File: config.mk
export PLATFORM = sky130hd
export DESIGN_NAME = instr_fetch_spi
export DESIGN_NICKNAME = d
export VERILOG_FILES = /design/src/rtl/instr_fetch_spi.sv
export SDC_FILE = /design/constraint.sdc
export NUM_CORES = 1
export LEC_CHECK = 0
export BUFFER_PORTS_ARGS = -buffer_cell sky130_fd_sc_hd__buf_2
export CORE_MARGIN = 5
export CORE_UTILIZATION = 40
export CTS_CLUSTER_DIAMETER = 50
export DETAILED_ROUTE_END_ITERATION = 6
export GPL_TIMING_DRIVEN = 0
export PLACE_DENSITY = 0.59
export RECOVER_POWER = 100
export SYNTH_ARGS = -nofsm -noshare
export SYNTH_HDL_FRONTEND = slang
export SYNTH_SLANG_ARGS = --single-unit
File: constraint.sdc
create_clock -name clk_in -period 3 [get_ports clk_in]
set_input_delay 0.9 -clock clk_in [delete_from_list [all_inputs] [get_ports clk_in]]
set_output_delay 0.9 -clock clk_in [all_outputs]
set_load 0.005 [all_outputs]
File: src/rtl/instr_fetch_spi.sv
// Instruction-fetch reader: shifts a READ command plus 24-bit address out over
// SPI mode 0 and assembles the returned 16-bit big-endian instruction word.
module instr_fetch_spi #(
  parameter logic [7:0] READ_CMD     = 8'h03,
  parameter logic [7:0] ADDR_HI_BYTE = 8'h00
) (
  input  logic        clk_in,
  input  logic        reset_in,
  input  logic [15:0] fetch_addr_in,
  input  logic        fetch_req_in,
  output logic        fetch_busy_out,
  output logic [15:0] instr_out,
  output logic        instr_valid_out,
  output logic        spi_cs_n_out,
  output logic        spi_sck_out,
  output logic        spi_mosi_out,
  input  logic        spi_miso_in
);

  typedef enum logic {
    IDLE  = 1'b0,
    SHIFT = 1'b1
  } state_t;

  localparam logic [5:0] LAST_BIT  = 6'd47;
  localparam logic [5:0] FIRST_RX  = 6'd32;

  state_t      state_q, state_d;
  logic [5:0]  bit_q, bit_d;
  logic        phase_q, phase_d;   // 0: sck low half, 1: sck high half
  logic [47:0] tx_q, tx_d;
  logic [15:0] rx_q, rx_d;
  logic [15:0] instr_q, instr_d;
  logic        valid_q, valid_d;

  always_comb begin
    // NOTE: every next-state value gets a default first so no path infers a latch.
    state_d = state_q;
    bit_d   = bit_q;
    phase_d = phase_q;
    tx_d    = tx_q;
    rx_d    = rx_q;
    instr_d = instr_q;
    valid_d = 1'b0;

    unique case (state_q)
      IDLE: begin
        if (fetch_req_in) begin
          state_d = SHIFT;
          bit_d   = '0;
          phase_d = 1'b0;
          tx_d    = {READ_CMD, ADDR_HI_BYTE, fetch_addr_in[15:1], 1'b0, 16'h0000};
        end
      end
      SHIFT: begin
        if (!phase_q) begin
          phase_d = 1'b1;
        end else begin
          phase_d = 1'b0;
          tx_d    = {tx_q[46:0], 1'b0};
          if (bit_q >= FIRST_RX) rx_d = {rx_q[14:0], spi_miso_in};
          if (bit_q == LAST_BIT) begin
            // Clearing tx here leaves mosi low for the whole idle period.
            state_d = IDLE;
            bit_d   = '0;
            tx_d    = '0;
            instr_d = {rx_q[14:0], spi_miso_in};
            valid_d = 1'b1;
          end else begin
            bit_d = bit_q + 6'd1;
          end
        end
      end
      default: state_d = IDLE;
    endcase
  end

  // NOTE: sequential state uses non-blocking assignments so all flops update together.
  always_ff @(posedge clk_in or posedge reset_in) begin
    if (reset_in) begin
      state_q <= IDLE;
      bit_q   <= '0;
      phase_q <= 1'b0;
      tx_q    <= '0;
      rx_q    <= '0;
      instr_q <= '0;
      valid_q <= 1'b0;
    end else begin
      state_q <= state_d;
      bit_q   <= bit_d;
      phase_q <= phase_d;
      tx_q    <= tx_d;
      rx_q    <= rx_d;
      instr_q <= instr_d;
      valid_q <= valid_d;
    end
  end

  // Every output is a flop or a single-flop buffer, so none can glitch.
  assign spi_cs_n_out    = (state_q == IDLE);
  assign fetch_busy_out  = (state_q == SHIFT);
  assign spi_sck_out     = phase_q;
  assign spi_mosi_out    = tx_q[47];
  assign instr_out       = instr_q;
  assign instr_valid_out = valid_q;

endmodule

==> impl_metrics.toml <==
[run_status]
run_status = "completed"

[yosys]
share_of_the_synthesized_netlist_area_taken_by_xor_and_xnor_gates_pct = 0
dominantRegCellSynth = "sky130_fd_sc_hd__dfrtp_1"
synthSimpleGateAreaFrac_pct = 6.291
syn-num-nets = 240
combinational_family_with_the_most_area_after_synthesis = "compound AO/OA/AOI/OAI gates"
synth_compound_gate_area_share_pct = 14.19
yosys_warnings = 0
post_synth_fa_ha_maj_area_fraction_pct = 0.8677
seq_area_frac_synth_pct = 61.61
synthesis.instances = 218
post_synthesis_mux_area_share_pct = 13.23
mappedNetlistArea_um2 = 2884
post_synth_num_cell_types = 30
syn_avg_cell_area_um2 = 13.23
synth-seq-cells = 71
async_set_or_reset_register_ratio_after_synthesis_pct = 100.0
number_of_enable_type_register_cells_in_the_synthesized_netlist = 0

[timing]
worst_slew_pin_slew_ps = 1432
worst_slew_margin_rel_pct = 4.422
count_of_final_max_slew_check_failures = 0
clock.fmax_ghz = 0.3731
setup_viol = 0
rsz0062_at_grt = "false"
final-hold-violation-count = 0
finalWorstPathRequiredPeriod_ps = 2680
post-route-period-util_pct = 89.33
clock_skew_ps = 6.445

[cts]
clock_tree_from_tritoncts = "built"
clock_tree.root_cell = "sky130_fd_sc_hd__clkbuf_8"
post_cts.repair.setup_buffers = 0
cts_resized = 0
tritoncts_num_sinks = 71
post_cts_hold_buffer_count = 0
insertion_delay_ps = 340
clock_tree.buffer_depth = 2
htree_levels = 3
cts_buffers = 9
clk_pin_slew_worst_paths_ps = 70

[final_layout]
final_nets = 289
area_growth_syn_to_layout_pct = 17.22
post-route-util_pct = 47.37
fillerInstances = 711
antenna_cells = 0
drive_gt1_share_pct = 25.00
cell_area_after_layout_um2 = 3381

[floorplan]
rows = 31
initial_utilization_pct = 40.41
die_w_um = 94.91
boundaryPins = 41
fp.coreArea_um2 = 7137
die-area_um2 = 9008
chipHeight_um = 94.91

[route]
drt-total-wl_um = 5208
vias = 1948
drt_iter0_markers = 86
route.detailed.drc = 0
detail_route.wl_per_cell_um = 14.04
drt-pass1-iter-count = 4
ant_nets = 0
routed_via_density = 5.251

[global_route]
grt_start_max_net_pins = 72
antenna_violations_before_repair = 0
grt_pass1_vias = 1935
gr-total-overflow = 0
grt_pass1_wl_um = 9114
track_usage_pct = 13.12

[placed_design]
dp.final_hpwl_um = 3479
gp_congestion = 0.7446
placedInstanceArea_um2 = 3201
placement.io_buffers = 38

[setup_path]
ff2ff_setup_slack_ps = 970
setup.worst_path.class = "register to output port"
cp_data_arrival_time_ps = 1780
timing.critical_path.required_ps = 2100
critPathLaunchType = "register"
critical_path.endpoint_type = "output port"
worstPathMaxFanout = 10

[job]
cap_viol_max_count = 0

[hold_path]
worst_hold_path_type = "register to register"

[power_and_ir_drop]
power.total_w = 0.002608
leakage_nw = 1.657
total_power_divided_by_cell_area_nw_per_um2 = 771.3
vdd.ir_drop.worst_v = 0.0003501
[layout make-up]
class / instances / area (um^2) / share of cell area, %
buffer: 16 / 62.56 / 1.850
clock buffer: 13 / 158.9 / 4.700
clock inverter: 3 / 65.06 / 1.925
inverter: 5 / 18.77 / 0.5551
multi-input combinational: 126 / 991.0 / 29.31
sequential: 71 / 1777 / 52.55
tap: 99 / 123.9 / 3.664
timing repair buffer: 38 / 183.9 / 5.440
[power by group]
part | switching [W] | leakage (nW) | internal (W) | total (W)
sequential | 0.000131 | 0.958 | 0.00114 | 0.00127
combinational | 0.000261 | 0.585 | 0.000224 | 0.000485
clock | 0.000336 | 0.114 | 0.000513 | 0.000849
[registers in the layout, summed over array words and instances, names as in the netlist]
register and cells:
tx_q 31, instr_out 16, rx_q 15, bit_q 6, fetch_busy_out 1, instr_valid_out 1
spi_sck_out 1
[cells by family (layout without fill, tap and decap cells)]
family / after synthesis / after routing
fa+ha+maj: 2 / 2
flops: 71 / 71
simple gates: 35 / 35
compound gates: 55 / 55
buf+inv: 21 / 75
mux: 34 / 34
[cell usage after synthesis, types with 2 or more instances]
master,instances,area [um^2]
sky130_fd_sc_hd__o211ai_1,2,15.01
sky130_fd_sc_hd__buf_6,2,22.52
sky130_fd_sc_hd__nor2_1,6,22.52
sky130_fd_sc_hd__buf_2,7,35.03
sky130_fd_sc_hd__inv_1,4,15.01
sky130_fd_sc_hd__clkbuf_1,5,18.77
sky130_fd_sc_hd__a22o_1,14,122.6
sky130_fd_sc_hd__mux2_2,18,202.7
sky130_fd_sc_hd__nor3_1,2,10.01
sky130_fd_sc_hd__and3_1,2,12.51
sky130_fd_sc_hd__a32oi_1,14,122.6
sky130_fd_sc_hd__ha_1,2,25.02
sky130_fd_sc_hd__mux2_1,15,168.9
sky130_fd_sc_hd__o21ai_0,18,90.09
sky130_fd_sc_hd__nand3_1,18,90.09
sky130_fd_sc_hd__nand2_1,3,11.26
sky130_fd_sc_hd__dfrtp_1,71,1777
sky130_fd_sc_hd__o22ai_1,2,12.51
sky130_fd_sc_hd__buf_4,2,15.01
[worst paths after layout]
path,depth (start not counted),startpoint,endpoint
hold reg to reg,1,instr_out[10]$_DFFE_PP0P_,instr_out[10]$_DFFE_PP0P_
setup / recovery,4,fetch_busy_out$_DFF_PP0_,spi_cs_n_out
hold / removal,1,instr_out[10]$_DFFE_PP0P_,instr_out[10]$_DFFE_PP0P_
max in group asynchronous,2,reset_in,tx_q[18]$_DFFE_PP0P_
min in group asynchronous,2,reset_in,instr_out[7]$_DFFE_PP0P_
setup reg to reg,5,bit_q[0]$_DFFE_PP0P_,instr_out[5]$_DFFE_PP0P_
[per-stage QoR]
| stage | hold WS [ps] | worst slack (ps) | instances | setup TNS [ps] |
|---|---|---|---|---|
| final | 479.8 | 320.1 | 371 | 0 |
| after global routing | 501.5 | 229.6 | 371 | 0 |
| after floorplan | 458.5 | 303.4 | 218 | 0 |
| after CTS | 486.9 | 418.2 | 371 | 0 |
| after global placement | 462.8 | -583.2 | 355 | -41250 |
| after detailed placement | 471.3 | 801.3 | 355 | 0 |
[worst max-delay path, stage by stage, from the launching register on]
cell,delay (ps)
sky130_fd_sc_hd__dfrtp_1,440
sky130_fd_sc_hd__clkbuf_1,250
sky130_fd_sc_hd__inv_2,190
sky130_fd_sc_hd__clkbuf_1,370
sky130_fd_sc_hd__buf_2,190
[layer usage]
metal  wire length (um)  GRT usage, %  vias to the layer above
li1                   -             -                      912
met1               2542         17.98                      981
met2               2327         19.26                       45
met3                203         2.789                       10
met4                136         7.452                        0
met5                  0             0                        -
[placed cells by master, fill, tap and decap left out, drive strengths merged]
cell / count
a221o: 1
and2: 1
bufinv: 2
buf: 35
clkbuf: 32
or4: 1
a22o: 14
o21ba: 1
mux2i: 1
ha: 2
a32o: 1
a21o: 1
o2bb2ai: 1
nor3: 2
nand2: 3
o21ai: 18
nand4b: 1
dfrtp: 71
clkinv: 1
mux2: 33
a32oi: 14
nor2: 6
o22ai: 2
nand3: 18
o211ai: 2
nand2b: 1
and3: 2
inv: 5
(Power assumes the default switching activity.)
